$ cat src/rtl/nn_training_sequencer.sv
// Sequencer for the XOR NeuralNetwork: initialises it, trains it for EPOCHS passes
// over a 4-sample ROM, then scores predicted against expected in test mode.
module nn_training_sequencer #(
   parameter int EPOCHS        = 1000,
   parameter int EPOCH_W       = 16,
   parameter int SAMPLE_CYCLES = 8,
   parameter int TEST_CYCLES   = 2,
   parameter int INIT_CYCLES   = 2
) (
   input  logic               clk,
   input  logic               reset_n,
   input  logic               start,
   input  logic [1:0]         predicted,
   input  logic [1:0]         expected,
   output logic               nn_reset,
   output logic               nn_reset_value,
   output logic               test_flag,
   output logic               x_input,
   output logic               y_input,
   output logic               busy,
   output logic               done,
   output logic [EPOCH_W-1:0] epoch_count,
   output logic [2:0]         correct_count,
   output logic               pass,
   output logic               protocol_err
);

   localparam int MAX_IT   = (SAMPLE_CYCLES > INIT_CYCLES) ? SAMPLE_CYCLES : INIT_CYCLES;
   localparam int MAX_HOLD = (TEST_CYCLES > MAX_IT) ? TEST_CYCLES : MAX_IT;
   localparam int HOLD_W   = (MAX_HOLD > 2) ? $clog2(MAX_HOLD) : 1;

   localparam logic [HOLD_W-1:0]  INIT_LAST   = HOLD_W'(INIT_CYCLES - 1);
   localparam logic [HOLD_W-1:0]  SAMPLE_LAST = HOLD_W'(SAMPLE_CYCLES - 1);
   localparam logic [HOLD_W-1:0]  TEST_LAST   = HOLD_W'(TEST_CYCLES - 1);
   localparam logic [EPOCH_W-1:0] EPOCH_LAST  = EPOCH_W'(EPOCHS - 1);

   typedef enum logic [2:0] {IDLE, INIT, TRAIN, TEST, DONE} state_t;

   state_t              state, state_d;
   logic                start_pending, start_pending_d;
   logic [HOLD_W-1:0]   hold_cnt, hold_cnt_d;
   logic [1:0]          sample_idx, sample_idx_d;
   logic [EPOCH_W-1:0]  epoch_d;
   logic [2:0]          correct_d;
   logic                err_d;
   logic                code_invalid;
   logic                nn_reset_d, test_flag_d, x_d, y_d, busy_d, done_d, pass_d;

   assign code_invalid = (predicted == 2'b00) || (expected == 2'b00);

   // State, counters and every output are registered; outputs are decoded from the
   // next-state values so they line up with the state they describe.
   always_ff @(posedge clk or negedge reset_n) begin
      if (!reset_n) begin
         state          <= IDLE;
         start_pending  <= 1'b0;
         hold_cnt       <= '0;
         sample_idx     <= '0;
         epoch_count    <= '0;
         correct_count  <= '0;
         protocol_err   <= 1'b0;
         nn_reset       <= 1'b0;
         nn_reset_value <= 1'b0;
         test_flag      <= 1'b0;
         x_input        <= 1'b0;
         y_input        <= 1'b0;
         busy           <= 1'b0;
         done           <= 1'b0;
         pass           <= 1'b0;
      end else begin
         state          <= state_d;
         start_pending  <= start_pending_d;
         hold_cnt       <= hold_cnt_d;
         sample_idx     <= sample_idx_d;
         epoch_count    <= epoch_d;
         correct_count  <= correct_d;
         protocol_err   <= err_d;
         nn_reset       <= nn_reset_d;
         nn_reset_value <= nn_reset_d;
         test_flag      <= test_flag_d;
         x_input        <= x_d;
         y_input        <= y_d;
         busy           <= busy_d;
         done           <= done_d;
         pass           <= pass_d;
      end
   end

   // A sampled start takes one extra cycle to launch INIT, so busy rises one edge
   // after the edge that saw start.
   always_comb begin
      state_d         = state;
      start_pending_d = 1'b0;
      hold_cnt_d      = hold_cnt;
      sample_idx_d    = sample_idx;
      epoch_d         = epoch_count;
      correct_d       = correct_count;
      err_d           = protocol_err;
      case (state)
         IDLE, DONE: begin
            start_pending_d = start;
            if (start_pending) begin
               state_d         = INIT;
               start_pending_d = 1'b0;
               hold_cnt_d      = '0;
               sample_idx_d    = '0;
               epoch_d         = '0;
               correct_d       = '0;
               err_d           = 1'b0;
            end
         end
         INIT: begin
            if (hold_cnt == INIT_LAST) begin
               state_d      = TRAIN;
               hold_cnt_d   = '0;
               sample_idx_d = '0;
            end else begin
               hold_cnt_d = hold_cnt + HOLD_W'(1);
            end
         end
         TRAIN: begin
            if (hold_cnt == SAMPLE_LAST) begin
               hold_cnt_d   = '0;
               sample_idx_d = sample_idx + 2'd1;
               if (sample_idx == 2'd3) begin
                  epoch_d = epoch_count + EPOCH_W'(1);
                  if (epoch_count == EPOCH_LAST) begin
                     state_d = TEST;
                  end
               end
            end else begin
               hold_cnt_d = hold_cnt + HOLD_W'(1);
            end
         end
         TEST: begin
            if (hold_cnt == TEST_LAST) begin
               hold_cnt_d   = '0;
               sample_idx_d = sample_idx + 2'd1;
               if (code_invalid) begin
                  err_d = 1'b1;
               end else if ((predicted == expected) && (correct_count != 3'd4)) begin
                  correct_d = correct_count + 3'd1;
               end
               if (sample_idx == 2'd3) begin
                  state_d = DONE;
               end
            end else begin
               hold_cnt_d = hold_cnt + HOLD_W'(1);
            end
         end
         default: state_d = IDLE;
      endcase
   end

   always_comb begin
      nn_reset_d  = (state_d == INIT);
      test_flag_d = (state_d == TEST);
      x_d         = ((state_d == TRAIN) || (state_d == TEST)) && sample_idx_d[1];
      y_d         = ((state_d == TRAIN) || (state_d == TEST)) && sample_idx_d[0];
      busy_d      = (state_d == INIT) || (state_d == TRAIN) || (state_d == TEST);
      done_d      = (state_d == DONE);
      pass_d      = (state_d == DONE) && (correct_d == 3'd4);
   end

endmodule

$ cat config.mk
export PLATFORM = sky130hd
export DESIGN_NAME = nn_training_sequencer
export DESIGN_NICKNAME = d
export VERILOG_FILES = /design/src/rtl/nn_training_sequencer.sv
export SDC_FILE = /design/constraint.sdc
export NUM_CORES = 1
export LEC_CHECK = 0
export ABC_AREA = 1
export CORE_UTILIZATION = 40
export CTS_BUF_LIST = sky130_fd_sc_hd__clkbuf_8
export CTS_CLUSTER_SIZE = 28
export DETAILED_ROUTE_END_ITERATION = 16
export HOLD_SLACK_MARGIN = 0.02
export REMOVE_ABC_BUFFERS = 1
export SYNTH_ARGS = -nofsm -noshare
export SYNTH_HDL_FRONTEND = slang
export SYNTH_SLANG_ARGS = --single-unit
$ cat constraint.sdc
create_clock -name clk -period 2.1 [get_ports clk]
set_clock_uncertainty 0.2 [all_clocks]
set_input_delay 0.42 -clock clk [delete_from_list [all_inputs] [get_ports clk]]
set_output_delay 0.42 -clock clk [all_outputs]
set_load 0.05 [all_outputs]
==> results of run 1 <==
-- kinds of logic (layout without fill, tap and decap cells) --
family | after synthesis | after routing | share of synthesized area
flops | 36 | 36 | 0.4072
simple gates | 175 | 175 | 0.3473
buf+inv | 54 | 100 | 0.09898
fa+ha+maj | 8 | 8 | 0.04525
compound gates | 41 | 41 | 0.1012
-- sequential cells by signal, indices dropped and copies added, names as in the netlist --
signal and cells:
y_input 1, pass 1, done 1, nn_reset_value 1
sample_idx 2, correct_count 3, protocol_err 1, epoch_count 16
test_flag 1, start_pending 1, hold_cnt 3, busy 1
x_input 1, state 3
-- power groups by stage --
| stage | Sequential [mW] | Combinational (mW) | Clock, mW |
|---|---|---|---|
| 4_1_cts | 0.902 | 1.15 | 0.527 |
| 3_5_place_dp | 0.914 | 1.14 | 0 |
| 3_3_place_gp | 0.916 | 1.13 | 0 |
| 5_1_grt | 0.921 | 1.26 | 0.545 |
| 6_report | 0.901 | 1.14 | 0.506 |
| 2_1_floorplan | 1.14 | 0.516 | 0 |
-- cell usage in the layout, fill, tap and decap left out --
cell / n
o21ai_2: 2
buf_2: 1
nor2_1: 39
nor3_2: 1
dlygate4sd3_1: 1
clkbuf_8: 6
nor3_4: 1
nor2_2: 1
nand2_1: 85
or2_2: 1
dfrtp_1: 36
o21bai_1: 2
ha_1: 8
a21oi_1: 7
o21ai_0: 26
buf_4: 30
o22ai_1: 3
inv_1: 49
nor4_1: 1
nand2_2: 1
clkdlybuf4s50_1: 8
nand3_2: 1
nand3_1: 21
inv_2: 3
o31ai_1: 1
nor3_1: 6
nand4_1: 17
buf_12: 2
-- per-stage QoR --
| stage | setup WS (ps) | util |
|---|---|---|
| after floorplan | 163.2 | - |
| after global placement | 76.74 | 0.5031 |
| after detailed placement | 50.73 | 0.5031 |
| after CTS | 42.48 | 0.5224 |
| after global routing | 32.38 | 0.5224 |
| final | 62.62 | 0.5224 |
-- cell type report --
cell class / instances / area [sq um]
Multi-Input combinational cell: 224 / 1092
Sequential cell: 36 / 900.9
Tap cell: 70 / 87.58
Clock inverter: 2 / 7.507
Inverter: 50 / 187.7
Clock buffer: 6 / 82.58
Timing Repair Buffer: 42 / 360.3
Fill cell: 541 / 2486
-- routing by layer --
| layer | routed length (microns) | part of all wire | GRT usage | vias up |
|---|---|---|---|---|
| li1 | - | - | - | 1106 |
| met1 | 2704 | 0.51 | 0.2696 | 986 |
| met2 | 2323 | 0.44 | 0.3036 | 46 |
| met3 | 191 | 0.036 | 0.03832 | 5 |
| met4 | 60 | 0.011 | 0.05962 | 0 |
| met5 | 0 | 0 | 0 | - |
-- timing repair --
item / CTS / global route
endpoints found under the hold margin: 16 / 0
hold buffers: 1 / 0
endpoints found under the setup margin: 0 / 0
-- final timing paths --
kind,cells past startpoint,to,slack (ps),from
max,1,pass,60,pass$_DFF_PN0_
min,2,protocol_err$_DFFE_PN0P_,330,protocol_err$_DFFE_PN0P_
max reg2reg,6,epoch_count[12]$_DFFE_PN0P_,230,epoch_count[1]$_DFFE_PN0P_
min reg2reg,2,protocol_err$_DFFE_PN0P_,330,protocol_err$_DFFE_PN0P_
max in group asynchronous,3,done$_DFF_PN0_,850,reset_n
min in group asynchronous,2,epoch_count[5]$_DFFE_PN0P_,400,reset_n
==> parameters.txt, run 1 <==
Parameter                              Value

Route
  Overall routed net length    5279 microns
  Pre-Repair DR Iteration Count    4
  Via count    2143
  Avg Vias per Cell    4.984
  Post-route ant nets    0
  Iter 0 DRT Violations    105
  Wire per inst    12.28 microns
  Post-route DRC violation count    0

Final layout
  Final instance count without filler cells    430
  Final Net Count    374
  Area growth from synthesis to final layout    22.91%
  Ratio of cells with drive above 1 in the final layout    0.1389
  Post-route design area    2719 sq um
  Count of inserted antenna diode cells    0

CTS
  Deepest clock path buffer count    2
  Number of buffers inserted by post-CTS setup repair    0
  Total clock sinks    36
  H-tree Lvls    2
  Clock root buffer master    clkbuf_8
  Insertion delay to the later sink of the worst-skew pair    280 ps
  Post-CTS sizing    0
  Number of buffers inserted during clock tree synthesis    5
  CTS tree    yes
  Clock-pin slew reported for the worst setup and hold paths after clock tree synthesis    70 ps

STA
  Number of failing setup endpoints in the final timing report    0
  Final Hold Vio Count    0
  Fmax    0.4908 GHz
  Unrepaired setup endpoints after global routing    no
  Worst hold-check slack    331.6 ps
  Final TNS setup    0 ps
  Slew margin rel.    0.6649
  Part of the cycle the worst path needs    0.9702
  Time the worst path needs with I/O delays and setup    2037 ps
  Number of pins with negative max-slew slack in the final report    0
  Tightest Pin Transition    501.0 ps

Logic synthesis
  Instance count of the mapped netlist    314
  Number of enable-type register cells in the synthesized netlist    0
  Largest area contributor in the netlist    dfrtp_1
  Synth top area cells    dfrtp_1 (41%), nand2_1 (14%), inv_1 (8.0%)
  Syn Std Cell Area    2212 sq um
  Post-Syn Area per Cell    7.045 sq um
  Most frequent cells after synthesis    nand2_1 (85), inv_1 (47), nor2_1 (39)
  Synth cell types    25
  Share of flip-flops with an asynchronous set or reset    1.000
  YS warnings    0
  Flops & latches, synth    36
  Share of synthesized area occupied by flip-flops and latches    0.4072
  Dominant register cell in the synthesized netlist    dfrtp_1
  Most common cell in the netlist    nand2_1
  Top-area cell type share of the netlist area    0.4072

Placed design
  Weighted congestion at the end of routability-driven global placement    0.8514
  Quantity of I/O buffers inserted on ports    34
  Placement-stage cell area    2619 sq um
  Placed cells    421
  Detailed-placement wirelength estimate    4097 microns

Floorplan
  Number of placement rows    26
  Effective utilization at floorplan    0.4250
  Die Height    76.37 microns
  Core Footprint    5205 sq um
  Overall die width    76.37 microns
  Die outline area    5832 sq um
  Boundary pin count    35

Power
  Static leakage power    1.381 nW
  Total net switching power    1.116 mW
  Combinational share of power    0.447
  Int Pwr    1.426 mW
  Power per unit of standard cell area    935.0 nW/um^2
  Sequential share of power    0.354
  Total Power Consumption    2.542 mW
  Max VDD drop    0.0006259 V
  Clock network power share    0.199
  Sw Share    0.4389

Critical path
  Gate family responsible for the most delay along the worst path    buffers and inverters
  Kind of end point of the critical path    output port
  Buf/Inv on CP    1
  Critical path data arrival time    1420 ps
  Crit-path max FO    1
  Largest stage delay on the critical path    800 ps
  Data required time of the critical path    1480 ps
  Class of the most critical setup path    reg -> out
  Slowest cell on the critical path    clkdlybuf4s50_1
  Worst path cell trace    clkdlybuf4s50_1
  Kind of start point of the critical path    flip-flop

GRT
  Congestion Overflow GR    0
  Number of antenna violations at the first check in global routing    0
  Pin count of the biggest net entering global routing    21
  Number of global-route vias before repair    1947
  Total track usage    0.1939
  Wire length of the first global-routing pass    8852 microns

Min path
  Path type of the worst min-delay path    reg -> reg

Run status
  Run status    finished clean

Flow run
  Maximum capacitance violations    0
Power figures use the tool's default switching activity.
==> run 2, diff against run 1 <==
Settings changed: PLACE_DENSITY from default to 0.7.
==> parameters.txt, run 2 (synthesis gave the netlist of run 1 again) <==
Parameter                              Value

Power
  Static leakage power    1.362 nW (-1.3%)
  Sw Share    0.4419 (+0.002975)
  Total Power Consumption    2.500 mW (-1.7%)
  Total net switching power    1.105 mW (-1.0%)
  Sequential share of power    0.365 (+0.011)
  Int Pwr    1.395 mW (-2.2%)
  Clock network power share    0.202 (+0.003)
  Combinational share of power    0.433 (-0.014)
  Max VDD drop    0.0006887 V (+10%)
  Power per unit of standard cell area    936.6 nW/um^2 (+0.17%)

GRT
  Number of global-route vias before repair    2034 (+4.5%)
  Wire length of the first global-routing pass    9246 microns (+4.5%)
  Global-route met3 utilization    0.04551 (+0.007186)
  Met1 GRT Util    0.2748 (+0.005198)
  Total track usage    0.1992 (+0.005298)
  Layer carrying the most global-route usage    met2
  Met2 routing resource usage after global routing    0.3036 (unchanged)
  Congestion Overflow GR    0 (unchanged)
  Number of antenna violations at the first check in global routing    0 (unchanged)
  Pin count of the biggest net entering global routing    37 (+76%)

Route
  Iter 0 DRT Violations    103 (-1.9%)
  Avg Vias per Cell    5.056 (+1.5%)
  Wire per inst    11.98 microns (-2.4%)
  Post-route DRC violation count    0 (unchanged)
  Overall routed net length    5116 microns (-3.1%)
  Post-route ant nets    0 (unchanged)
  Pre-Repair DR Iteration Count    4 (unchanged)
  Via count    2159 (+0.75%)

Final layout
  Final Net Count    371 (-0.80%)
  Post-route design area    2669 sq um (-1.8%)
  Ratio of cells with drive above 1 in the final layout    0.1401 (+0.001167)
  Count of inserted antenna diode cells    0 (unchanged)
  Number of flip-flops under the largest register name    16 (unchanged)
  Area growth from synthesis to final layout    20.64%
  Commonest non-fill, non-tap cell in the layout    nand2_1
  Layout fillers    528 (-2.4%)
  Top register by number of flip-flops    epoch_count
  Most frequent cells in the layout    nand2_1 (85), inv_1 (49), nor2_1 (38)

Floorplan
  Boundary pin count    35 (unchanged)
  Core Footprint    5205 sq um (unchanged)
  Overall die width    76.37 microns (unchanged)
  Die Height    76.37 microns (unchanged)
  Effective utilization at floorplan    0.4250 (unchanged)
  Die outline area    5832 sq um (unchanged)
  Number of placement rows    26 (unchanged)

Run status
  Run status    finished clean

Critical path
  Launch point of the critical path    done$_DFF_PN0_
  Buf/Inv on CP    1 (unchanged)
  Critical path data arrival time    1410 ps (about the same)
  Reg2reg start    hold_cnt[0]$_DFFE_PN0P_
  Largest stage delay on the critical path    800 ps (about the same)
  Data required time of the critical path    1480 ps (about the same)
  Kind of end point of the critical path    output port
  Gate family responsible for the most delay along the worst path    buffers and inverters
  Worst path cell trace    clkdlybuf4s50_1
  Kind of start point of the critical path    flip-flop
  Class of the most critical setup path    reg -> out
  Slowest cell on the critical path    clkdlybuf4s50_1
  Crit-path max FO    1 (unchanged)

STA
  Fmax    0.4915 GHz (+0.14%)
  Final TNS setup    0 ps (unchanged)
  Part of the cycle the worst path needs    0.9688 (-0.001378)
  Time the worst path needs with I/O delays and setup    2034 ps (-2.894 ps)
  Final Hold Vio Count    0 (unchanged)
  Unrepaired setup endpoints after global routing    no
  Number of failing setup endpoints in the final timing report    0 (unchanged)
  Slew margin rel.    0.6672 (+0.002318)
  Number of pins with negative max-slew slack in the final report    0 (unchanged)
  Tightest Pin Transition    497.6 ps (-3.465 ps)

CTS
  Number of buffers inserted during clock tree synthesis    5 (unchanged)
  H-tree Lvls    2 (unchanged)
  Clock root buffer master    clkbuf_8
  Number of buffers inserted by post-CTS setup repair    0 (unchanged)
  Total clock sinks    36 (unchanged)
  CTS tree    yes
  Deepest clock path buffer count    2 (unchanged)
  Insertion delay to the later sink of the worst-skew pair    300 ps (+20 ps)
  Clock-pin slew reported for the worst setup and hold paths after clock tree synthesis    70 ps (about the same)

Min path
  Path type of the worst min-delay path    reg -> reg
  Beginning of the worst hold path    protocol_err$_DFFE_PN0P_

Flow run
  Maximum capacitance violations    0 (unchanged)

Placed design
  Quantity of I/O buffers inserted on ports    34 (unchanged)
  Detailed-placement wirelength estimate    3785 microns (-7.6%)
  Placement-stage cell area    2566 sq um (-2.0%)
  Weighted congestion at the end of routability-driven global placement    0.8606 (+1.1%)
[run 2: path summary, 6_finish.rpt]
| check | endpoint | slack (ps) | cells past startpoint |
|---|---|---|---|
| setup / recovery | done | 70 | 1 |
| hold / removal | protocol_err$_DFFE_PN0P_ | 330 | 2 |
| setup reg to reg | epoch_count[0]$_DFFE_PN0P_ | 230 | 7 |
| hold reg to reg | protocol_err$_DFFE_PN0P_ | 330 | 2 |
| max in group asynchronous | epoch_count[12]$_DFFE_PN0P_ | 890 | 3 |
| min in group asynchronous | epoch_count[9]$_DFFE_PN0P_ | 480 | 3 |
[run 2: repair_timing]
| action | CTS | global route |
|---|---|---|
| endpoints found under the setup margin | 0 | 1 |
| resized for setup | 0 | 1 |
| hold endpoints to repair | 36 | 0 |
| hold buffers | 1 | 0 |
[run 2: power groups by stage]
stage	Combinational [mW]	Clock (mW)	Sequential [mW]
final	1.08	0.505	0.911
after global routing	1.22	0.548	0.930
after CTS	1.09	0.521	0.905
after detailed placement	1.08	0	0.916
after global placement	1.08	0	0.909
after floorplan	0.516	0	1.14
[run 2: per-layer routing]
metal / vias to the layer above / share of wire
li1: 1104 / -
met3: 6 / 0.056
met5: - / 0
met4: 0 / 0.016
met1: 997 / 0.48
met2: 52 / 0.44
[run 2: area by class of cell]
type	count	area (sq um)	area share
clock inverter	2	7.507	0.002813
timing repair buffer	39	307.8	0.1153
multi-input combinational	224	1095	0.4102
tap	70	87.58	0.03282
sequential	36	900.9	0.3376
inverter	50	187.7	0.07032
clock buffer	6	82.58	0.03094
[run 2: metrics by stage]
stage	std cells	hold WS (ps)	setup slack, ps	utilization
2_1_floorplan	310	-75.59	163.2	-
3_3_place_gp	418	289.1	65.38	0.4930
3_5_place_dp	418	295.9	8.271	0.4930
4_1_cts	427	326.3	56.82	0.5123
5_1_grt	427	370.5	39.38	0.5127
6_report	427	330.7	65.51	0.5127
[run 2: tightest hold or removal path, delay by kind of cell (launching register included)]
kind / cells / cell delay [ps]
flip-flops: 1 / 360
AND/OR/NAND/NOR: 2 / 130
==> run 3, diff against run 2 <==
Settings changed: PLACE_DENSITY 0.7 to 0.68, SKIP_LAST_GASP from default to 1.
Clock period 2.1 ns to 2 ns, I/O delays scaled along.
==> parameters.txt, run 3 (synthesis gave the netlist of run 1 again) <==
Parameter                              Value

Power
  Power per unit of standard cell area    982.0 nW/um^2 (+4.8%)
  Max VDD drop    0.0005597 V (-19%)
  Static leakage power    1.389 nW (+2.0%)

Critical path
  Data required time of the critical path    1970 ps (+490 ps)
  Kind of start point of the critical path    flip-flop
  Crit-path max FO    7 (+6)
  Class of the most critical setup path    reg -> reg
  Kind of end point of the critical path    flip-flop
  Critical path data arrival time    1830 ps (+420 ps)

STA
  Time the worst path needs with I/O delays and setup    1857 ps
  Number of failing setup endpoints in the final timing report    0 (unchanged)
  Unrepaired setup endpoints after global routing    no
  Slew margin rel.    0.6921 (+0.02488)
  Number of pins with negative max-slew slack in the final report    0 (unchanged)
  Final TNS setup    0 ps (unchanged)
  Part of the cycle the worst path needs    0.9287
  Tightest Pin Transition    461.8 ps (-35.76 ps)
  Final Hold Vio Count    0 (unchanged)
  Fmax    0.5384 GHz

CTS
  Number of buffers inserted by post-CTS setup repair    0 (unchanged)
  Total clock sinks    36 (unchanged)
  Clock root buffer master    clkbuf_8
  H-tree Lvls    2 (unchanged)
  Deepest clock path buffer count    2 (unchanged)
  Insertion delay to the later sink of the worst-skew pair    290 ps (about the same)
  Number of buffers inserted during clock tree synthesis    5 (unchanged)
  CTS tree    yes
  Clock-pin slew reported for the worst setup and hold paths after clock tree synthesis    70 ps (about the same)

Final layout
  Top register by number of flip-flops    epoch_count
  Final Net Count    375 (+1.1%)
  Commonest non-fill, non-tap cell in the layout    nand2_1
  Post-route design area    2726 sq um (+2.2%)
  Number of flip-flops under the largest register name    16 (unchanged)
  Ratio of cells with drive above 1 in the final layout    0.1524 (+0.01230)
  Area growth from synthesis to final layout    23.25%
  Most frequent cells in the layout    nand2_1 (85), inv_1 (49), nor2_1 (38)
  Layout fillers    535 (+1.3%)
  Count of inserted antenna diode cells    0 (unchanged)

Floorplan
  Die outline area    5832 sq um (unchanged)
  Core Footprint    5205 sq um (unchanged)
  Effective utilization at floorplan    0.4250 (unchanged)
  Die Height    76.37 microns (unchanged)
  Boundary pin count    35 (unchanged)
  Overall die width    76.37 microns (unchanged)
  Number of placement rows    26 (unchanged)

GRT
  Number of antenna violations at the first check in global routing    0 (unchanged)
  Congestion Overflow GR    0 (unchanged)
  Pin count of the biggest net entering global routing    37 (unchanged)
  Wire length of the first global-routing pass    9232 microns (-0.15%)
  Number of global-route vias before repair    2045 (+0.54%)
  Total track usage    0.1976 (-0.001595)

Route
  Avg Vias per Cell    5.037 (-0.38%)
  Wire per inst    12.46 microns (+4.0%)
  Post-route DRC violation count    0 (unchanged)
  Post-route ant nets    0 (unchanged)
  Iter 0 DRT Violations    112 (+8.7%)
  Via count    2171 (+0.56%)
  Overall routed net length    5369 microns (+4.9%)
  Pre-Repair DR Iteration Count    4 (unchanged)

Placed design
  Placement-stage cell area    2619 sq um (+2.0%)
  Detailed-placement wirelength estimate    3967 microns (+4.8%)
  Quantity of I/O buffers inserted on ports    34 (unchanged)
  Weighted congestion at the end of routability-driven global placement    0.8673 (+0.78%)

Flow run
  Maximum capacitance violations    0 (unchanged)

Run status
  Run status    finished clean

Min path
  Path type of the worst min-delay path    reg -> reg
==> run 3: final cells by class <==
class / count / area [sq um] / area share
clock inverters: 2 / 7.507 / 0.002754
flip-flops and latches: 36 / 900.9 / 0.3304
multi-input cells: 224 / 1100 / 0.4034
well taps: 70 / 87.58 / 0.03212
clock buffers: 6 / 82.58 / 0.03029
repair buffers: 43 / 360.3 / 0.1322
inverters: 50 / 187.7 / 0.06884
==> run 3: path summary, 6_finish.rpt <==
kind,startpoint,slack [ps],cells past startpoint,end
setup reg to reg,hold_cnt[1]$_DFFE_PN0P_,140,8,x_input$_DFF_PN0_
setup / recovery,hold_cnt[1]$_DFFE_PN0P_,140,8,x_input$_DFF_PN0_
hold reg to reg,protocol_err$_DFFE_PN0P_,310,2,protocol_err$_DFFE_PN0P_
min in group asynchronous,reset_n,470,3,epoch_count[7]$_DFFE_PN0P_
hold / removal,protocol_err$_DFFE_PN0P_,310,2,protocol_err$_DFFE_PN0P_
max in group asynchronous,reset_n,790,3,correct_count[2]$_DFF_PN0_
==> run 3: repair_timing <==
item,4_1_cts,5_1_grt
hold endpoints to repair,36,0
hold buffers,1,0
endpoints found under the setup margin,0,10
resized for setup,0,2
==> run 3: worst max-delay path, stage by stage, from the launching register on <==
cell and delay, ps:
dfrtp_1 380, inv_1 80, ha_1 160, nand2_1 190, o21ai_2 190, inv_1 80, nor3_1 230, buf_4 180
a21oi_1 40
==> run 3: power by group <==
group / internal [mW] / total [mW] / leakage, nW / switching, mW
logic: 0.371 / 1.19 / 0.845 / 0.822
clock network: 0.271 / 0.535 / 0.0538 / 0.264
registers: 0.851 / 0.949 / 0.490 / 0.0974
total: 1.49 / 2.68 / 1.39 / 1.18
==> run 3: routing by layer <==
layer / track usage / part of all wire
met4: 0.08077 / 0.019
met3: 0.03234 / 0.036
met5: 0 / 0
met1: 0.2746 / 0.50
met2: 0.3054 / 0.44
==> run 3: per-stage QoR <==
stage	setup WS, ps	util	instances	hold WS, ps	power (mW)
after floorplan	63.22	-	310	-95.59	1.737
after global placement	-7.872	0.5031	422	268.8	2.131
after detailed placement	-61.42	0.5031	422	276.8	2.149
after CTS	82.54	0.5224	431	319.7	2.690
after global routing	1.443	0.5238	431	338.2	2.873
final	142.6	0.5238	431	311.1	2.677
